`config.mk`:
```
export PLATFORM = sky130hd
export DESIGN_NAME = seq_divider
export DESIGN_NICKNAME = d
export VERILOG_FILES = /design/src/rtl/seq_divider.sv
export SDC_FILE = /design/constraint.sdc
export NUM_CORES = 1
export LEC_CHECK = 0
export ABC_AREA = 1
export BUFFER_PORTS_ARGS = -buffer_cell sky130_fd_sc_hd__buf_2
export CORE_ASPECT_RATIO = 1.2
export CORE_MARGIN = 2
export CORE_UTILIZATION = 30
export CTS_CLUSTER_DIAMETER = 100
export CTS_CLUSTER_SIZE = 20
export DETAILED_ROUTE_END_ITERATION = 6
export MAX_ROUTING_LAYER = met4
export SETUP_SLACK_MARGIN = 0.02
export SLEW_MARGIN = 10
export SYNTH_ARGS = -nofsm -noshare
export SYNTH_HDL_FRONTEND = slang
export SYNTH_SLANG_ARGS = --single-unit
```
`constraint.sdc`:
```
create_clock -name clk_100mhz -period 2.1 [get_ports clk_100mhz]
set_clock_uncertainty 0.2 [all_clocks]
set_input_delay 0.105 -clock clk_100mhz [delete_from_list [all_inputs] [get_ports clk_100mhz]]
set_output_delay 0.105 -clock clk_100mhz [all_outputs]
set_load 0.01 [all_outputs]
```
`src/rtl/seq_divider.sv`:
```
// Sequential radix-2 restoring divider.
// Accepts one operand pair at a time, iterates one quotient bit per clock and
// holds the result until the consumer takes it. SIGNED selects unsigned or
// two's-complement operation (quotient truncates toward zero, remainder takes
// the dividend's sign). A zero divisor bypasses the iteration and returns an
// all-ones quotient with the dividend as remainder.
module seq_divider #(
   parameter int WIDTH  = 32,
   parameter bit SIGNED = 1'b0
) (
   input  logic             clk_100mhz,
   input  logic             sys_rst_n,
   input  logic             in_valid,
   output logic             in_ready,
   input  logic [WIDTH-1:0] dividend,
   input  logic [WIDTH-1:0] divisor,
   output logic             out_valid,
   input  logic             out_ready,
   output logic [WIDTH-1:0] quotient,
   output logic [WIDTH-1:0] remainder,
   output logic             div_by_zero,
   output logic             busy
);

   localparam int CW = $clog2(WIDTH + 1);
   localparam logic [CW-1:0]    CNT_INIT = CW'(WIDTH);
   localparam logic [CW-1:0]    CNT_ONE  = CW'(1);
   localparam logic [WIDTH-1:0] ONE_W    = WIDTH'(1);
   localparam logic [WIDTH-1:0] ZERO_W   = WIDTH'(0);

   typedef enum logic [1:0] {
      IDLE = 2'd0,
      CALC = 2'd1,
      DONE = 2'd2
   } state_t;

   state_t             state_r;
   state_t             state_nxt_s;
   logic [WIDTH-1:0]   quo_r;        // dividend shifts out, quotient bits shift in
   logic [WIDTH-1:0]   dvs_r;        // divisor magnitude
   logic [WIDTH:0]     rem_r;        // partial remainder, one guard bit
   logic [CW-1:0]      cnt_r;        // iterations still to run
   logic               neg_q_r;
   logic               neg_r_r;

   logic               accept_s;
   logic               div_zero_s;
   logic               last_iter_s;
   logic [WIDTH+1:0]   shift_s;
   logic [WIDTH+1:0]   diff_s;
   logic               take_s;
   logic [WIDTH:0]     rem_nxt_s;
   logic [WIDTH-1:0]   quo_nxt_s;
   logic [WIDTH-1:0]   quo_fix_s;
   logic [WIDTH-1:0]   rem_fix_s;

   // Two's-complement negation of a result-width value.
   function automatic logic [WIDTH-1:0] negate(input logic [WIDTH-1:0] v);
      return (~v) + ONE_W;
   endfunction

   // Operand magnitude; the most-negative value maps to 2^(WIDTH-1), which
   // still fits as an unsigned WIDTH-bit number.
   function automatic logic [WIDTH-1:0] magnitude(input logic [WIDTH-1:0] v);
      logic [WIDTH-1:0] m;
      if (SIGNED && v[WIDTH-1]) begin
         m = negate(v);
      end else begin
         m = v;
      end
      return m;
   endfunction

   assign in_ready    = (state_r == IDLE);
   assign busy        = (state_r != IDLE);
   assign accept_s    = in_valid && (state_r == IDLE);
   assign div_zero_s  = (divisor == ZERO_W);
   assign last_iter_s = (cnt_r == CNT_ONE);

   // One restoring step plus sign correction of the step's outcome.
   always_comb begin
      shift_s   = {rem_r, quo_r[WIDTH-1]};
      diff_s    = shift_s - {2'b00, dvs_r};
      take_s    = ~diff_s[WIDTH+1];
      rem_nxt_s = shift_s[WIDTH:0];
      quo_nxt_s = {quo_r[WIDTH-2:0], take_s};
      if (take_s) begin
         rem_nxt_s = diff_s[WIDTH:0];
      end else begin
         rem_nxt_s = shift_s[WIDTH:0];
      end
      if (neg_q_r) begin
         quo_fix_s = negate(quo_nxt_s);
      end else begin
         quo_fix_s = quo_nxt_s;
      end
      if (neg_r_r) begin
         rem_fix_s = negate(rem_nxt_s[WIDTH-1:0]);
      end else begin
         rem_fix_s = rem_nxt_s[WIDTH-1:0];
      end
   end

   // Next-state decode for the IDLE/CALC/DONE controller.
   always_comb begin
      state_nxt_s = state_r;
      case (state_r)
         IDLE: begin
            if (accept_s) begin
               if (div_zero_s) begin
                  state_nxt_s = DONE;
               end else begin
                  state_nxt_s = CALC;
               end
            end else begin
               state_nxt_s = IDLE;
            end
         end
         CALC: begin
            if (last_iter_s) begin
               state_nxt_s = DONE;
            end else begin
               state_nxt_s = CALC;
            end
         end
         DONE: begin
            if (out_ready) begin
               state_nxt_s = IDLE;
            end else begin
               state_nxt_s = DONE;
            end
         end
         default: state_nxt_s = IDLE;
      endcase
   end

   // Controller state register.
   always_ff @(posedge clk_100mhz or negedge sys_rst_n) begin
      if (!sys_rst_n) begin
         state_r <= IDLE;
      end else begin
         state_r <= state_nxt_s;
      end
   end

   // Operand capture, iteration datapath and registered result outputs.
   always_ff @(posedge clk_100mhz or negedge sys_rst_n) begin
      if (!sys_rst_n) begin
         quo_r       <= ZERO_W;
         dvs_r       <= ZERO_W;
         rem_r       <= {(WIDTH+1){1'b0}};
         cnt_r       <= {CW{1'b0}};
         neg_q_r     <= 1'b0;
         neg_r_r     <= 1'b0;
         quotient    <= ZERO_W;
         remainder   <= ZERO_W;
         div_by_zero <= 1'b0;
         out_valid   <= 1'b0;
      end else begin
         case (state_r)
            IDLE: begin
               if (accept_s) begin
                  if (div_zero_s) begin
                     quotient    <= {WIDTH{1'b1}};
                     remainder   <= dividend;
                     div_by_zero <= 1'b1;
                     out_valid   <= 1'b1;
                  end else begin
                     quo_r   <= magnitude(dividend);
                     dvs_r   <= magnitude(divisor);
                     rem_r   <= {(WIDTH+1){1'b0}};
                     cnt_r   <= CNT_INIT;
                     neg_q_r <= SIGNED & (dividend[WIDTH-1] ^ divisor[WIDTH-1]);
                     neg_r_r <= SIGNED & dividend[WIDTH-1];
                  end
               end
            end
            CALC: begin
               quo_r <= quo_nxt_s;
               rem_r <= rem_nxt_s;
               cnt_r <= cnt_r - CNT_ONE;
               if (last_iter_s) begin
                  quotient    <= quo_fix_s;
                  remainder   <= rem_fix_s;
                  div_by_zero <= 1'b0;
                  out_valid   <= 1'b1;
               end
            end
            DONE: begin
               if (out_ready) begin
                  out_valid   <= 1'b0;
                  div_by_zero <= 1'b0;
               end
            end
            default: begin
               out_valid   <= 1'b0;
               div_by_zero <= 1'b0;
            end
         endcase
      end
   end

endmodule

```
==> qor.yml, run 1 <==
numPortBuffers: 135
yosys-mux-area-fraction_pct: 0
gp_congestion: 0.899
htree_levels: 4
startpoint_type: "register"
cp-end-kind: "register"
numCtsBuffers: 17
p_int_mw: 16.5
ios: 136
synth_top_area_share_pct: 40.7
clk_pin_slew_ns: 0.07
dr.pass1.iters: 5
arrival_ns: 2.61
synth_area_leaders: "dfrtp_1, nand2_1, inv_1"
dp_hpwl_um: 26700
synthFlopType: "dfrtp_1"
run_status: "complete, but fails checks"
setup_ws_ns: -0.351
switching_share_pct: 48.1
synth_xor_xnor_area_share_pct: 1.50
maxSlewViolCount: 0
rr_startpoint: "rem_r[17]$_DFFE_PN0P_"
drt-total-wl_um: 37100
grt_use_total_pct: 20.8
clock_latency_ns: 0.46
place_area_um2: 13600
combPwrFrac_pct: 71.4
reg2reg_to: "remainder[12]$_DFFE_PN0P_"
drt_iter0_markers: 559
area_growth_pct: 55.0
fin_cells: 2362
ys_seq_area_share_pct: 40.7
yosysTopAreaCell: "dfrtp_1"
synth_warnings: 0
drive_above_1_share_pct: 38.6
power.net_switching_mw: 15.3
die_w_um: 175
fin_area_um2: 16300
hold_slack_ns: 0.0317
numPlacedInstances: 2217
fin_crit_sh_pct: 117
core-area_um2: 34700
synth_top_family_by_area: "simple AND/OR/NAND/NOR gates"
grt_pass1_vias: 10900
hold_viol: 0
routedWlPerCell_um: 15.7
finalSetupTns_ns: -17.14
period_needed_ns: 2.45
synth_nets: 1563
ctsRootBufferMaster: "clkbuf_16"
postSynthRegisterBits: 171
syn_avg_cell_area_um2: 7.20
slew_headroom_pct: 71.1
r2r_cells: 16
hp-class: "primary input to async pin"
setup_viol: 67
ys_types: 42
synthArstFlopShare_pct: 100
synth_edf_count: 0
antenna_found_initial: 0
initial_core_util_pct: 30.3
cts_buffer_depth: 2
cp.required_ns: 2.26
via_per_inst: 4.63
antenna_left: 0
nNetsFinal: 1989
grt-ovfl-total: 0
grt_pass1_wl_um: 57800
syn_area_um2: 10500
synth_compound_area_share_pct: 8.86
grt_start_max_net_pins: 75
remaining_drc_errors: 0
die_h_um: 209
p_per_area_nw_per_um2: 1950
synthSimpleGateAreaFrac_pct: 33.3
die-area_um2: 36600
maxCapViolations: 0
p_leak_nw: 8.19
syn_inst: 1460
cts.sinks: 171
seqPwrFrac_pct: 18.4
ir_drop_uv: 720
r2r_slack_ns: -0.35
failed_checks: "setup timing"
worst_slew_pin_slew_ns: 0.434
vias: 10900
synth_fa_ha_area_share_pct: 4.24
tritoncts: "built"
fmax_mhz: 408
worstSetupPathType: "register to register"
placement_rows: 75
clock_power_share_pct: 10.2
rsz0062_at_grt: "yes"
critPathMaxFanout: 7
==> state kept, by name (all words and copies together), names as in the netlist <==
register,count
rem_r,33
dvs_r,32
quo_r,32
quotient,32
remainder,32
cnt_r,6
state_r,2
div_by_zero,1
out_valid,1
==> worst max path at each step <==
stage | to | depth (start not counted) | slack [ns] | startpoint
floorplan | remainder[15]$_DFFE_PN0P_ | 14 | -0.07 | rem_r[10]$_DFFE_PN0P_
global placement | remainder[10]$_DFFE_PN0P_ | 14 | -0.50 | rem_r[3]$_DFFE_PN0P_
detailed placement | remainder[10]$_DFFE_PN0P_ | 14 | -0.49 | rem_r[3]$_DFFE_PN0P_
CTS | remainder[0]$_DFFE_PN0P_ | 16 | -0.30 | rem_r[14]$_DFFE_PN0P_
global route | remainder[10]$_DFFE_PN0P_ | 14 | -0.48 | quo_r[31]$_DFFE_PN0P_
finish | remainder[12]$_DFFE_PN0P_ | 16 | -0.35 | rem_r[17]$_DFFE_PN0P_
==> placed cells by master (no fill, tap or decap), drive strengths merged, types with 46 or more instances in the layout <==
cell / n
nand3: 132
nand4: 46
buf: 389
nor2: 131
inv: 253
dlygate4sd3: 67
nand2: 407
o21ai: 106
dfrtp: 171
==> routing by layer <==
layer / part of all wire [%] / up-vias / wire [um] / GRT usage, %
met3: 3.8 / 45 / 1400 / 3.04
met1: 44 / 5180 / 16200 / 25.6
li1: - / 5475 / - / -
met4: 2.1 / 0 / 766 / 6.38
met2: 50 / 227 / 18800 / 35.2
met5: 0 / - / 0 / -
==> cells by family after synthesis <==
logic type      count (synthesis)
simple gates                  765
xor+xnor                       18
compound gates                171
fa+ha+maj                      35
buf+inv                       300
flops                         171
==> worst max-delay path, stage by stage, from the launching register on <==
cell	delay, ns
dfrtp_2	0.46
ha_4	0.23
nand2_1	0.06
nand2_1	0.08
nand2_2	0.07
nand3_2	0.08
nand2_2	0.08
nand2_2	0.07
a21oi_4	0.23
nand2_4	0.11
nand2_8	0.10
buf_8	0.15
nand2_8	0.12
nand3_4	0.09
nand3_2	0.09
nand2_1	0.07
inv_1	0.03
==> metrics by stage <==
| step | utilization, % | power, mW | worst slack [ns] |
|---|---|---|---|
| after floorplan | - | 16.8 | -0.0727 |
| after global placement | 39.3 | 23.9 | -0.498 |
| after detailed placement | 39.3 | 24.1 | -0.490 |
| after CTS | 45.2 | 30.0 | -0.303 |
| after global routing | 46.9 | 34.3 | -0.482 |
| final | 46.9 | 31.8 | -0.351 |
==> power by group through the flow <==
stage               registers (mW)  logic (mW)  clock network [mW]
floorplan                     5.89        10.9                   0
global placement              5.80        18.1                   0
detailed placement            5.83        18.3                   0
CTS                           5.81        20.9                3.31
global route                  5.98        24.8                3.45
finish                        5.84        22.7                3.24
==> synthesized netlist by cell type (20+ instances only) <==
cell type	instances
nand2_1	390
inv_1	239
dfrtp_1	171
nor2_1	124
nand3_1	109
o21ai_0	104
nand4_1	46
ha_1	34
a31oi_1	33
or2_2	32
clkbuf_1	25
nand3_2	22
a21oi_1	21
buf_2	20
==> what timing repair did <==
| item | 4_1_cts | 5_1_grt |
|---|---|---|
| pin swaps | 88 | 50 |
| setup buffers | 19 | 21 |
| gates cloned | 4 | 1 |
| endpoints found under the hold margin | 271 | 0 |
| setup endpoints to repair | 67 | 84 |
| hold buffers | 68 | 0 |
| gates resized for setup | 143 | 110 |
==> cell type report <==
class                      count  area (um^2)
tap                          462          578
clock inverter                15          160
sequential                   171         4290
multi-input combinational    992         6350
antenna                        1         2.50
clock buffer                  17          425
inverter                     247          930
timing repair buffer         457         3560
fill                        3457        18400
(Power assumes the default switching activity.)
==> inputs of run 2 (changes only) <==
Settings changed: PLACE_DENSITY from default to 0.58.
==> run 2 against run 1 <==
Against the previous run: the run still ends with setup timing left; die area unchanged; sequential share of layout area up 0.57 points; maximum frequency up 0.13%; critical path type unchanged.
==> qor.yml, run 2 (synthesized netlist as in run 1, its figures left out) <==
cp.required_ns: 2.25  # about the same
dr.pass1.iters: 5  # unchanged
via_per_inst: 4.62  # about the same
use_met2_pct: 32.8  # -2.4 points
setup_viol: 67  # unchanged
nNetsFinal: 1981  # -0.40%
hp-class: "primary input to register"
path_depth: 14  # -2
antenna_found_initial: 0  # unchanged
drive_above_1_share_pct: 36.5  # -2.1 points
r2r_slack_ns: -0.35  # about the same
vias: 10900  # -0.37%
cp-end-kind: "register"
maxSlewViolCount: 0  # unchanged
worst_slew_pin_slew_ns: 0.627  # +0.194 ns
worstPathCellList: "ha_4 > nand2_4 > inv_2 > nand2_2 > nand3_2 > nand2_2 > nand2_2 > a21oi_4 > nand3_4 > clkbuf_16 > nand4_1 > nand3_1 > nand2_1 > inv_1"
grt_pass1_vias: 10900  # +0.028%
drt_iter0_markers: 568  # +1.6%
die_h_um: 209  # unchanged
remaining_drc_errors: 0  # unchanged
critPathMaxFanout: 12  # +5
period_needed_ns: 2.45  # -0.00315 ns
hold_viol: 0  # unchanged
slew_headroom_pct: 58.2  # -13 points
p_leak_nw: 8.07  # -1.5%
layout_commonest_cell: "nand2_1"
cts.sinks: 171  # unchanged
worstSetupPathType: "register to register"
most-common-layout-cells: "nand2_1, buf_4, inv_1"
grt_use_total_pct: 20.2  # -0.59 points
failed_checks: "setup timing"
htree_levels: 4  # unchanged
met3_usage_pct: 3.58  # +0.55 points
clk_pin_slew_ns: 0.07  # about the same
placement_rows: 75  # unchanged
initial_core_util_pct: 30.3  # unchanged
use_met1_pct: 25.3  # -0.39 points
setup_ws_ns: -0.348  # +0.00315 ns
switching_share_pct: 47.1  # -1.0 points
clock_power_share_pct: 10.8  # +0.6 points
ctsRootBufferMaster: "clkbuf_16"
largest_reg_flops: 33  # unchanged
finalPower_mw: 30.4  # -4.5%
crit_path_frequent_cell: "nand2_2"
area_growth_pct: 51.7
crit_family: "simple AND/OR/NAND/NOR gates"
rsz0062_at_grt: "yes"
cts_buffer_depth: 2  # unchanged
top_usage_layer: "met2"
gp_congestion: 0.881  # -2.0%
combPwrFrac_pct: 69.9  # -1.5 points
dp_hpwl_um: 26300  # -1.3%
slowest_delay_ns: 0.47  # about the same
tritoncts: "built"
routedWlPerCell_um: 15.5  # -1.3%
maxCapViolations: 0  # unchanged
die_w_um: 175  # unchanged
drt-total-wl_um: 36600  # -1.6%
die-area_um2: 36600  # unchanged
run_status: "complete, but fails checks"
power.net_switching_mw: 14.3  # -6.5%
final_core_util_pct: 45.9  # -0.99 points
seqPwrFrac_pct: 19.3  # +0.9 points
grt-ovfl-total: 0  # unchanged
ir_drop_uv: 989  # +37%
clock_latency_ns: 0.46  # about the same
p_int_mw: 16.1  # -2.5%
ios: 136  # unchanged
numPortBuffers: 135  # unchanged
regMostFlops: "rem_r"
p_per_area_nw_per_um2: 1910  # -2.4%
numCtsBuffers: 17  # unchanged
grt_start_max_net_pins: 101  # +35%
fmax_mhz: 409  # +0.13%
grt_pass1_wl_um: 56300  # -2.6%
core-area_um2: 34700  # unchanged
antenna_left: 0  # unchanged
startpoint_type: "register"
crit_slowest_cell: "dfrtp_2"
whs_path_depth: 4
arrival_ns: 2.59  # -0.02 ns
fin_crit_sh_pct: 117  # -0.15 points
r2r_cells: 14  # -2
crit_buf_inv: 3  # +1
[run 2: cell count changes in the layout (fill, tap and decap cells not counted), moves of 4 or more]
cell	before	now
nand3_1	65	89
nand3_4	17	4
nand3_2	50	39
buf_4	226	216
nor2_1	97	104
clkbuf_16	18	23
nand2_1	330	335
nor2_4	15	10
clkinv_4	5	1
inv_1	214	210
inv_2	32	36
nand2_4	20	16
nand2_8	6	2
[run 2: cell type report]
cell class                 count  area, um^2
clock buffer                  18         439
sequential                   171        4290
fill                        3513       18800
clock inverter                14         158
tap                          462         578
multi-input combinational    991        5980
timing repair buffer         450        3570
antenna                        1        2.50
inverter                     247         930
[run 2: path summary, 6_finish.rpt]
kind,startpoint,end
max in group asynchronous,sys_rst_n,quotient[7]$_DFFE_PN0P_
setup / recovery,rem_r[18]$_DFFE_PN0P_,remainder[9]$_DFFE_PN0P_
setup reg to reg,rem_r[18]$_DFFE_PN0P_,remainder[9]$_DFFE_PN0P_
hold reg to reg,out_valid$_DFFE_PN0P_,out_valid$_DFFE_PN0P_
min in group asynchronous,sys_rst_n,quotient[10]$_DFFE_PN0P_
hold / removal,divisor[27],dvs_r[27]$_DFFE_PN0P_
[run 2: per-layer routing]
layer | routed length, um | vias up
li1 | - | 5459
met1 | 16100 | 5139
met2 | 17700 | 227
met3 | 1520 | 62
met4 | 1230 | 0
met5 | 0 | -
[run 2: through the flow]
| stage | setup slack (ns) | setup TNS (ns) | cell area [um^2] | cells | hold WS, ns |
|---|---|---|---|---|---|
| floorplan | -0.0727 | -1.86 | 10900 | 1460 | -0.391 |
| global placement | -0.450 | -38.32 | 13700 | 2222 | -0.0761 |
| detailed placement | -0.503 | -40.64 | 13700 | 2222 | -0.0752 |
| CTS | -0.308 | -14.97 | 15400 | 2336 | 0.220 |
| global route | -0.481 | -26.38 | 16000 | 2353 | 0.254 |
| finish | -0.348 | -17.52 | 16000 | 2354 | 0.236 |
[run 2: worst min-delay path: cells and delay by family]
| kind | cells | cell delay [ns] |
|---|---|---|
| AO/OA/AOI/OAI | 1 | 0.07 |
| buffers and inverters | 2 | 0.63 |
| AND/OR/NAND/NOR | 1 | 0.05 |
[run 2: power by group through the flow]
stage                     Clock [mW]  Combinational (mW)  Sequential, mW
after floorplan                    0                10.9            5.89
after detailed placement           0                18.4            5.83
final                           3.29                21.2            5.87
after CTS                       3.37                19.9            5.83
after global routing            3.48                23.4            6.01
after global placement             0                18.3            5.80
[run 2: timing repair]
item                                    in CTS  in global routing
hold buffers                                69                  0
pin swaps                                   50                 47
gates resized for setup                    102                 82
endpoints found under the setup margin      91                 91
gates cloned                                 1                  9
buffers inserted                            12                  8
endpoints found under the hold margin      270                  0
